[src/rtl/instruction_fetch_unit_if.sv]
// Fetch-unit bus bundle: instruction-memory request/response, queue push,
// redirect (flush) and BTB update. master = fetch unit, slave = environment.
interface instruction_fetch_unit_if #(
    parameter int DATAWITHBIT = 32
);
    // redirect
    logic                   i_flush;
    logic [31:0]            i_redirect_pc;
    // instruction memory
    logic                   o_imem_req;
    logic [31:0]            o_imem_addr;
    logic                   i_imem_gnt;
    logic                   i_imem_rvalid;
    logic [DATAWITHBIT-1:0] i_imem_rdata;
    // instruction queue push
    logic                   o_wrt_en;
    logic [DATAWITHBIT-1:0] o_wrt_data;
    logic [31:0]            o_wrt_inst_pc;
    logic                   o_wrt_taken;
    logic [31:0]            o_wrt_target;
    logic                   i_full;
    // BTB update from branch resolution
    logic                   i_upd_en;
    logic [31:0]            i_upd_pc;
    logic                   i_upd_taken;
    logic [31:0]            i_upd_target;

    modport master (
        input  i_flush, i_redirect_pc,
        output o_imem_req, o_imem_addr,
        input  i_imem_gnt, i_imem_rvalid, i_imem_rdata,
        output o_wrt_en, o_wrt_data, o_wrt_inst_pc,
        output o_wrt_taken, o_wrt_target,
        input  i_full,
        input  i_upd_en, i_upd_pc, i_upd_taken, i_upd_target
    );

    modport slave (
        output i_flush, i_redirect_pc,
        input  o_imem_req, o_imem_addr,
        output i_imem_gnt, i_imem_rvalid, i_imem_rdata,
        input  o_wrt_en, o_wrt_data, o_wrt_inst_pc,
        input  o_wrt_taken, o_wrt_target,
        output i_full,
        output i_upd_en, i_upd_pc, i_upd_taken, i_upd_target
    );
endinterface

[src/rtl/instruction_fetch_unit.sv]
// Instruction fetch unit: one outstanding imem request, pushes (inst, pc,
// prediction) into the instruction queue, direct-mapped BTB with 2-bit
// counters, flush/redirect with draining of a stale response.
// Ports: clk, rstn (async, active-low), bus (instruction_fetch_unit_if.master).
module instruction_fetch_unit #(
    parameter logic [31:0] RESET_PC    = 32'h0000_0000,
    parameter int          BTB_ENTRIES = 16,
    parameter int          DATAWITHBIT = 32
) (
    input  logic                       clk,
    input  logic                       rstn,
    instruction_fetch_unit_if.master   bus
);
    localparam int IDX_W = $clog2(BTB_ENTRIES);
    localparam int TAG_W = 30 - IDX_W;

    typedef enum logic [2:0] {
        S_IDLE,
        S_REQ,
        S_WAIT,
        S_PUSH,
        S_DRAIN
    } state_t;

    typedef struct packed {
        logic             valid;
        logic [TAG_W-1:0] tag;
        logic [1:0]       ctr;
        logic [29:0]      target;
    } btb_entry_t;

    state_t state_q;
    state_t state_d;

    logic [31:0]            pc_q;
    logic [31:0]            next_pc_q;
    logic [31:0]            inst_pc_q;
    logic                   taken_q;
    logic [31:0]            target_q;
    logic [DATAWITHBIT-1:0] data_q;

    logic imem_req;
    logic wrt_en;
    logic flush;
    logic gnt;
    logic rvalid;

    assign flush  = bus.i_flush;
    assign gnt    = bus.i_imem_gnt;
    assign rvalid = bus.i_imem_rvalid;

    // ---------------- BTB ----------------
    btb_entry_t btb_q [BTB_ENTRIES];

    logic [IDX_W-1:0] rd_idx;
    btb_entry_t       rd_ent;
    logic             pred_taken;
    logic [31:0]      pred_target;

    assign rd_idx      = pc_q[2 +: IDX_W];
    assign rd_ent      = btb_q[rd_idx];
    assign pred_taken  = rd_ent.valid
                       && (rd_ent.tag == pc_q[31 -: TAG_W])
                       && rd_ent.ctr[1];
    assign pred_target = pred_taken ? {rd_ent.target, 2'b00} : 32'h0;

    logic [IDX_W-1:0] wr_idx;
    btb_entry_t       wr_old;
    btb_entry_t       wr_new;
    logic             wr_hit;
    logic             wr_we;

    assign wr_idx = bus.i_upd_pc[2 +: IDX_W];
    assign wr_old = btb_q[wr_idx];
    assign wr_hit = wr_old.valid
                  && (wr_old.tag == bus.i_upd_pc[31 -: TAG_W]);

    always_comb begin
        wr_new = wr_old;
        wr_we  = 1'b0;
        if (bus.i_upd_en) begin
            if (wr_hit) begin
                wr_we = 1'b1;
                if (bus.i_upd_taken) begin
                    if (wr_old.ctr != 2'b11) begin
                        wr_new.ctr = wr_old.ctr + 2'b01;
                    end
                    wr_new.target = bus.i_upd_target[31:2];
                end else if (wr_old.ctr != 2'b00) begin
                    wr_new.ctr = wr_old.ctr - 2'b01;
                end
            end else if (bus.i_upd_taken) begin
                // miss + taken: allocate over whatever lived here
                wr_we         = 1'b1;
                wr_new.valid  = 1'b1;
                wr_new.tag    = bus.i_upd_pc[31 -: TAG_W];
                wr_new.ctr    = 2'b10;
                wr_new.target = bus.i_upd_target[31:2];
            end
        end
    end

    // Written at the clock edge, so a same-cycle lookup sees the old entry.
    always_ff @(posedge clk or negedge rstn) begin
        if (!rstn) begin
            for (int i = 0; i < BTB_ENTRIES; i++) begin
                btb_q[i] <= '{valid: 1'b0, tag: '0,
                              ctr: 2'b01, target: '0};
            end
        end else if (wr_we) begin
            btb_q[wr_idx] <= wr_new;
        end
    end

    // ---------------- FSM ----------------
    always_ff @(posedge clk or negedge rstn) begin
        if (!rstn) begin
            state_q <= S_IDLE;
        end else begin
            state_q <= state_d;
        end
    end

    always_comb begin
        state_d = state_q;
        unique case (state_q)
            S_IDLE: begin
                state_d = S_REQ;
            end
            S_REQ: begin
                if (flush) begin
                    // a granted request is still in flight: drain it
                    state_d = gnt ? S_DRAIN : S_REQ;
                end else if (gnt) begin
                    state_d = S_WAIT;
                end
            end
            S_WAIT: begin
                if (flush) begin
                    state_d = rvalid ? S_REQ : S_DRAIN;
                end else if (rvalid) begin
                    state_d = S_PUSH;
                end
            end
            S_PUSH: begin
                if (flush || !bus.i_full) begin
                    state_d = S_REQ;
                end
            end
            S_DRAIN: begin
                // stale response absorbed; a flush alone only moves pc
                if (rvalid) begin
                    state_d = S_REQ;
                end
            end
            default: begin
                state_d = S_IDLE;
            end
        endcase
    end

    always_comb begin
        imem_req = 1'b0;
        wrt_en   = 1'b0;
        unique case (state_q)
            S_REQ:   imem_req = 1'b1;
            S_PUSH:  wrt_en   = ~bus.i_full & ~flush;
            default: begin
                imem_req = 1'b0;
                wrt_en   = 1'b0;
            end
        endcase
    end

    // ---------------- datapath ----------------
    always_ff @(posedge clk or negedge rstn) begin
        if (!rstn) begin
            pc_q      <= RESET_PC;
            next_pc_q <= RESET_PC;
            inst_pc_q <= 32'h0;
            taken_q   <= 1'b0;
            target_q  <= 32'h0;
            data_q    <= '0;
        end else begin
            if (flush) begin
                pc_q <= {bus.i_redirect_pc[31:2], 2'b00};
            end else if (wrt_en) begin
                pc_q <= next_pc_q;
            end
            if (state_q == S_REQ && gnt && !flush) begin
                inst_pc_q <= pc_q;
                taken_q   <= pred_taken;
                target_q  <= pred_target;
                next_pc_q <= pred_taken ? pred_target : pc_q + 32'd4;
            end
            if (state_q == S_WAIT && rvalid && !flush) begin
                data_q <= bus.i_imem_rdata;
            end
        end
    end

    assign bus.o_imem_req    = imem_req;
    assign bus.o_imem_addr   = pc_q;
    assign bus.o_wrt_en      = wrt_en;
    assign bus.o_wrt_data    = data_q;
    assign bus.o_wrt_inst_pc = inst_pc_q;
    assign bus.o_wrt_taken   = taken_q;
    assign bus.o_wrt_target  = target_q;

    // byte-offset bits are ignored throughout
    logic unused_low_bits;
    assign unused_low_bits = ^{bus.i_redirect_pc[1:0],
                               bus.i_upd_pc[1:0],
                               bus.i_upd_target[1:0]};
endmodule

[src/flat_wrapper.sv]
// flat-port wrapper written by rule: the top's interface ports become plain ports
module instruction_fetch_unit_flat 
#(
    parameter logic [31:0] RESET_PC    = 32'h0000_0000,
    parameter int          BTB_ENTRIES = 16,
    parameter int          DATAWITHBIT = 32
)
  (clk, rstn, bus_i_flush, bus_i_redirect_pc, bus_o_imem_req, bus_o_imem_addr, bus_i_imem_gnt, bus_i_imem_rvalid, bus_i_imem_rdata, bus_o_wrt_en, bus_o_wrt_data, bus_o_wrt_inst_pc, bus_o_wrt_taken, bus_o_wrt_target, bus_i_full, bus_i_upd_en, bus_i_upd_pc, bus_i_upd_taken, bus_i_upd_target);
  instruction_fetch_unit_if #(.DATAWITHBIT(DATAWITHBIT)) bus_i ();
  input  logic clk;
  input  logic rstn;
  input wire logic [$bits(bus_i.i_flush)-1:0] bus_i_flush;
  input wire logic [$bits(bus_i.i_redirect_pc)-1:0] bus_i_redirect_pc;
  output wire logic [$bits(bus_i.o_imem_req)-1:0] bus_o_imem_req;
  output wire logic [$bits(bus_i.o_imem_addr)-1:0] bus_o_imem_addr;
  input wire logic [$bits(bus_i.i_imem_gnt)-1:0] bus_i_imem_gnt;
  input wire logic [$bits(bus_i.i_imem_rvalid)-1:0] bus_i_imem_rvalid;
  input wire logic [$bits(bus_i.i_imem_rdata)-1:0] bus_i_imem_rdata;
  output wire logic [$bits(bus_i.o_wrt_en)-1:0] bus_o_wrt_en;
  output wire logic [$bits(bus_i.o_wrt_data)-1:0] bus_o_wrt_data;
  output wire logic [$bits(bus_i.o_wrt_inst_pc)-1:0] bus_o_wrt_inst_pc;
  output wire logic [$bits(bus_i.o_wrt_taken)-1:0] bus_o_wrt_taken;
  output wire logic [$bits(bus_i.o_wrt_target)-1:0] bus_o_wrt_target;
  input wire logic [$bits(bus_i.i_full)-1:0] bus_i_full;
  input wire logic [$bits(bus_i.i_upd_en)-1:0] bus_i_upd_en;
  input wire logic [$bits(bus_i.i_upd_pc)-1:0] bus_i_upd_pc;
  input wire logic [$bits(bus_i.i_upd_taken)-1:0] bus_i_upd_taken;
  input wire logic [$bits(bus_i.i_upd_target)-1:0] bus_i_upd_target;
  assign bus_i.i_flush = bus_i_flush;
  assign bus_i.i_redirect_pc = bus_i_redirect_pc;
  assign bus_o_imem_req = bus_i.o_imem_req;
  assign bus_o_imem_addr = bus_i.o_imem_addr;
  assign bus_i.i_imem_gnt = bus_i_imem_gnt;
  assign bus_i.i_imem_rvalid = bus_i_imem_rvalid;
  assign bus_i.i_imem_rdata = bus_i_imem_rdata;
  assign bus_o_wrt_en = bus_i.o_wrt_en;
  assign bus_o_wrt_data = bus_i.o_wrt_data;
  assign bus_o_wrt_inst_pc = bus_i.o_wrt_inst_pc;
  assign bus_o_wrt_taken = bus_i.o_wrt_taken;
  assign bus_o_wrt_target = bus_i.o_wrt_target;
  assign bus_i.i_full = bus_i_full;
  assign bus_i.i_upd_en = bus_i_upd_en;
  assign bus_i.i_upd_pc = bus_i_upd_pc;
  assign bus_i.i_upd_taken = bus_i_upd_taken;
  assign bus_i.i_upd_target = bus_i_upd_target;
  instruction_fetch_unit #(.RESET_PC(RESET_PC), .BTB_ENTRIES(BTB_ENTRIES), .DATAWITHBIT(DATAWITHBIT)) u_core (.clk(clk), .rstn(rstn), .bus(bus_i));
endmodule
[config.mk]
export PLATFORM = sky130hd
export DESIGN_NAME = instruction_fetch_unit_flat
export DESIGN_NICKNAME = d
export VERILOG_FILES = /design/src/rtl/instruction_fetch_unit_if.sv /design/src/rtl/instruction_fetch_unit.sv /design/src/flat_wrapper.sv
export SDC_FILE = /design/constraint.sdc
export NUM_CORES = 2
export LEC_CHECK = 0
export ABC_CLOCK_PERIOD_IN_PS = 3850
export CORE_ASPECT_RATIO = 0.9
export CORE_UTILIZATION = 50
export DETAILED_ROUTE_END_ITERATION = 10
export PLACE_DENSITY = 0.77
export SKIP_CTS_REPAIR_TIMING = 1
export SLEW_MARGIN = 15
export SYNTH_ARGS = -nofsm -noshare
export SYNTH_HDL_FRONTEND = slang
export SYNTH_SLANG_ARGS = --single-unit
[constraint.sdc]
create_clock -name clk -period 3.85 [get_ports clk]
set_input_delay 0.385 -clock clk [delete_from_list [all_inputs] [get_ports clk]]
set_output_delay 0.385 -clock clk [all_outputs]
set_load 0.005 [all_outputs]
## Word level (Yosys, flattened, before mapping)

Cells that the tools add are included.

| operators by class | value |
|---|---|
| $add $sub $neg | 3 |
| order comparisons | 3 |
| equal/unequal tests | 11 |
| mux-type cells | 35 |
| bitwise operators | 5 |
| reduce and logical (&&, ||, !) cells | 15 |

Operators by type and width:

| cell | count |
|---|---|
| $bwmux W944 | 1 |
| $bmux W59 S4 | 2 |
| $mux W59 | 7 |
| $demux W59 S4 | 1 |
| $mux W32 | 5 |
| $eq A26 B26 Y1 | 2 |
| $add A32 B3 Y32 const B | 1 |
| $mux W30 | 1 |
| $mux W27 | 1 |
| $mux W3 | 8 |
| $pmux W3 S5 | 1 |
| $ge A5 B5 Y1 const B | 2 |
| $not A4 Y5 | 2 |
| $logic_and A1 B1 Y1 | 8 |
| $eq A3 B2 Y1 const B | 2 |
| $mux W2 | 3 |
| $ne A3 B3 Y1 const B | 2 |
| $lt A5 B1 Y1 const B | 1 |
| $mux W1 | 5 |
| $ne A2 B2 Y1 const B | 2 |
| $reduce_and A4 Y1 | 1 |
| $reduce_bool A2 Y1 | 2 |
| $eq A3 B1 Y1 const B | 1 |
| $eq A3 B3 Y1 const B | 1 |
| other kinds (8) | 10 |

| storage, ports and cells | value |
|---|---|
| register bits | 1108 |
| input port bits | 136 |
| output and inout port bits | 131 |
| logic and storage cells | 143 |

## Longest topological paths before layout

| depth | value |
|---|---|
| word-level depth | 10 |
| gate-level depth with buffers | 18 |
| depth with buffers taken out | 10 |

## Worst setup path after synthesis

Ideal clock, no wire load.

| timing path | value |
|---|---|
| path type | input to register |
| start point | in bus_i_upd_pc[2] |
| end point | reg u_core.btb_q[789] (netlist name) |
| arrival | 4076 ps |
| data required time | 3722 ps |
| setup slack | -354 ps |
| stages | 12 |
| buffers on the path | 8 |
| cell sequence | buf_4 > buf_6 > buf_4 > buf_4 > buf_2 > clkbuf_1 > clkbuf_1 > mux4_2 > mux4_2 > mux2_2 > clkbuf_1 > mux2_1 |

| between the ends | value |
|---|---|
| cells in the longest elaborated chain, start to end | 9 |
| elaborated cells between the ends (all ways) | 18 |
| those cells by class | order compare: 2; eq/ne: 1; mux: 12; bitwise: 1; reduce/logical: 2 |

Ends and longest elaborated chain:

| what | line | text |
|---|---|---|
| from (decl) | flat_wrapper.sv:26 | `input wire logic [$bits(bus_i.i_upd_pc)-1:0] bus_i_upd_pc;` |
| $not A4 Y5 (not written as such) * | instruction_fetch_unit.sv:74, instruction_fetch_unit.sv:111 |  |
| $bmux W59 S4 | instruction_fetch_unit.sv:74 | `assign wr_old = btb_q[wr_idx];` |
| $mux W59 (not written as such) (2 in a row) | instruction_fetch_unit.sv:74 |  |
| $eq A26 B26 Y1 | instruction_fetch_unit.sv:76 | `&& (wr_old.tag == bus.i_upd_pc[31 -: TAG_W]);` |
| $logic_and A1 B1 Y1 | instruction_fetch_unit.sv:76 |  |
| $mux W32 | instruction_fetch_unit.sv:82 | `if (wr_hit) begin` |
| $mux W59 | instruction_fetch_unit.sv:81 | `if (bus.i_upd_en) begin` |
| $bwmux W944 | instruction_fetch_unit.sv:111 | `btb_q[wr_idx] <= wr_new;` |
| to (signal, indexed assignment) | instruction_fetch_unit.sv:107 | `btb_q[i] <= '{valid: 1'b0, tag: '0,` |
| to (signal, indexed assignment) | instruction_fetch_unit.sv:111 |  |
| to (decl) | instruction_fetch_unit.sv:53 | `btb_entry_t btb_q [BTB_ENTRIES];` |

Mark *: on every way between the ends. The rest lies on a longest branch, timed or not. The select of a mux whose other input is x is not followed.
A chain may end at the register's enable or synchronous reset.

## Worst setup path in the final report

| timing path | value |
|---|---|
| start point | reg u_core.btb_q[446] (netlist name) |
| end point | reg u_core.btb_q[858] (netlist name) |

| between the ends | value |
|---|---|
| cells in the longest elaborated chain, start to end | 8 |
| elaborated cells between the ends (all ways) | 10 |
| those cells by class | eq/ne: 1; mux: 8; reduce/logical: 1 |

Ends and longest elaborated chain:

| what | line |
|---|---|
| $bmux W59 S4 * | instruction_fetch_unit.sv:74 |
| $mux W59 (not written as such) * (2 in a row) | instruction_fetch_unit.sv:74 |
| $eq A26 B26 Y1 * | instruction_fetch_unit.sv:76 |
| $logic_and A1 B1 Y1 * | instruction_fetch_unit.sv:76 |
| $mux W27 | instruction_fetch_unit.sv:82 |
| $mux W59 | instruction_fetch_unit.sv:81 |
| $bwmux W944 | instruction_fetch_unit.sv:111 |

Marked as above.

==> results.json <==
{
  "violations": "negative setup slack",
  "hold_violations": 0,
  "max_stage_delay_ns": 0.51,
  "ys_async_sr_fraction_pct": 100,
  "yosys.area.top_type": "dfrtp_1",
  "status": "finished with violations",
  "path_max_fanout": 16,
  "synth_flop_cell": "dfrtp_1",
  "worstMarginPinSlew_ns": 1.09,
  "dieArea_um2": 120000,
  "portBuffers": 258,
  "grt_max_degree": 216,
  "drive_gt1_share_pct": 39.3,
  "cts_root_buf": "clkbuf_16",
  "overflow": 0,
  "worst_r2r_path_depth": 14,
  "arrival_ns": 4.43,
  "rsz0062_at_grt": "yes",
  "worst_slack_ns": -0.00909,
  "cts_tree": "yes",
  "vias_per_cell": 6.64,
  "synth_top_area_share_pct": 46.0,
  "cellPowerDensity_nw_per_um2": 511,
  "start_util_pct": 50.6,
  "via_count": 41800,
  "wirelength_um": 178000,
  "row_count": 119,
  "r2r_start": "u_core.btb_q[446]",
  "maxSlewHeadroom_pct": 27.6,
  "hpwl_um": 111000,
  "cp-start-kind": "register",
  "clkTransAtPathRegs_ns": 0.07,
  "fin_skew_ns": 0.0386,
  "peakVddDrop_mv": 0.432,
  "leakage_nw": 29.9,
  "cp_cell_sequence": "mux4_2, mux2i_2, mux2i_2, xor2_1, nor3_2, buf_4, nand4_1, nor4_4, o21ai_4, buf_12, nor2_4, buf_12, buf_16, mux2_2",
  "core-area_um2": 117000,
  "crit_path_end_kind": "register",
  "die_w_um": 365,
  "cap_viol_max_count": 0,
  "synth-warning-count": 0,
  "drt-initial-drc-count": 4889,
  "finalCritPeriodShare_pct": 100,
  "synth.distinct_cells": 61,
  "crit_slowest_cell": "mux4_2",
  "nets": 4763,
  "synth_area_leaders": "dfrtp_1 46%, mux4_2 19%, mux2_2 13%, o31ai_1 3.6%, mux2i_1 3.5%",
  "n_fill_cell": 8587,
  "drc": 0,
  "clock_latency_ns": 0.72,
  "timing_worst_setup_path_type": "reg -> reg",
  "synth_seq_cells": 1106,
  "hold_ws_ns": 0.0962,
  "final_core_util_pct": 59.8,
  "numCtsBuffers": 112,
  "required_ns": 4.42,
  "grt_antenna_before_repair": 11,
  "grt_pass1_wl_um": 265000,
  "grt.total_usage_pct": 29.2,
  "grt_pass1_vias": 42200,
  "dr.pass1.iters": 7,
  "pre_cts_slack_ns": -0.580,
  "syn_to_final_growth_pct": 18.3,
  "cts_sinks": 1106,
  "ys_top_cells_by_count": "1090 x dfrtp_1, 684 x mux2_2, 507 x mux4_2, 340 x o21ai_0, 284 x clkbuf_1",
  "synth-seq-area-share_pct": 46.8,
  "globalplace.congestion": 0.935,
  "yosysMostFrequentCell": "dfrtp_1",
  "layout_min_cycle_time_ns": 3.86,
  "crit_start": "u_core.btb_q[446]",
  "cts_max_level": 3,
  "drv_slew": 0,
  "wl_per_cell_um": 28.3,
  "avgSynthCellArea_um2": 13.5,
  "io_pins": 267,
  "synth_edf_count": 0,
  "hold_start": "bus_i_flush",
  "max_freq_mhz": 259,
  "synthCells": 4378,
  "clockBufferDepth": 3,
  "hp-class": "in -> reg",
  "ant_nets": 0,
  "syn_area_um2": 59200,
  "die_h_um": 329,
  "setup_viol": 8,
  "whs_path_depth": 3,
  "r2r_setup_slack_ns": -0.009
}
cells in the final DEF, fill, tap and decap left out, types with 13 or more instances in the layout:
cell and instances:
a22oi_1 34, a22o_1 18, nand2_1 253, buf_12 80
xnor2_1 54, o21ai_0 328, clkinv_2 23, nor2b_1 31
nand2_2 16, xor2_1 39, bufinv_16 15, a21oi_1 21
inv_1 48, clkbuf_1 14, clkbuf_16 125, nor2_4 15
nand3_1 47, buf_6 13, mux4_2 507, or3_1 20
dfrtp_1 1086, nor2_1 39, mux2_2 673, mux2i_1 201
or2_2 16, clkbuf_8 20, buf_4 229, dfstp_2 16
clkdlybuf4s50_1 252, a211oi_1 13, o31ai_1 270
metrics by stage:
step,area [um2],cells,setup TNS [ns],power [mW]
6_report,70100,6293,-0.0369,35.8
4_1_cts,69200,6262,-108.62,35.6
2_1_floorplan,59400,4379,-3.76,20.5
3_3_place_gp,65200,6056,-459.04,23.6
3_5_place_dp,65200,6056,-467.05,23.9
5_1_grt,70100,6291,-16.54,37.2
sequential cells by signal (all words and copies together) (netlist names):
name and cells:
u_core.bus.o_wrt_target 30, u_core.bus.o_wrt_taken 1, u_core.bus.o_imem_addr 32, u_core.state_q 3, u_core.next_pc_q 32, u_core.btb_q 944
u_core.bus.o_wrt_data 32, u_core.bus.o_wrt_inst_pc 32
worst max-delay path, delay by kind of cell, from the launching register on:
kind	cells	cell delay, ns
AO/OA/AOI/OAI	1	0.15
XOR/XNOR	1	0.18
buffers and inverters	4	0.70
flip-flops	1	0.41
multiplexers	4	1.26
AND/OR/NAND/NOR	4	1.01
cells by family (layout without fill, tap and decap cells):
| kind of cell | after synthesis | in the layout | synth area share, % |
|---|---|---|---|
| fa+ha+maj | 1 | 1 | 0.0211 |
| simple gates | 493 | 493 | 3.82 |
| mux | 1404 | 1404 | 35.9 |
| buf+inv | 514 | 853 | 3.86 |
| compound gates | 763 | 763 | 8.23 |
| xor+xnor | 96 | 96 | 1.42 |
| flops | 1106 | 1106 | 46.8 |
| other cells | 1 | 4 | 0.00633 |
routing by layer:
metal  GRT usage, %  vias up  wire length, um
met5              0        -              103
met4           13.3       14             8400
met2           45.9     2304            83800
met3           6.48      471            17600
met1           39.0    21800            68300
li1               -    17200                -
where the power goes:
part,total (mW),leakage (nW),switching [mW],internal [mW]
combinational,8.84,13.3,4.16,4.68
sequential,15.3,14.6,1.66,13.7
clock,11.7,1.93,4.86,6.83
path summary, 6_finish.rpt:
kind,endpoint
min in group asynchronous,u_core.btb_q[225]
max reg2reg,u_core.btb_q[858]
max,u_core.btb_q[858]
min,u_core.state_q[1]
min reg2reg,u_core.bus.o_wrt_inst_pc[31]
max in group asynchronous,u_core.btb_q[659]
layout make-up:
type                            instances  area (um2)  share of cell area (%)
Clock inverter                         58         773                    1.10
Antenna cell                            2        5.00                 0.00714
Tap cell                             1573        1970                    2.81
Inverter                               49         186                   0.266
Sequential cell                      1106       27700                    39.5
Clock buffer                          148        3180                    4.54
Timing Repair Buffer                  598        6520                    9.30
Multi-Input combinational cell       2759       29800                    42.4
Power figures use the tool's default switching activity.
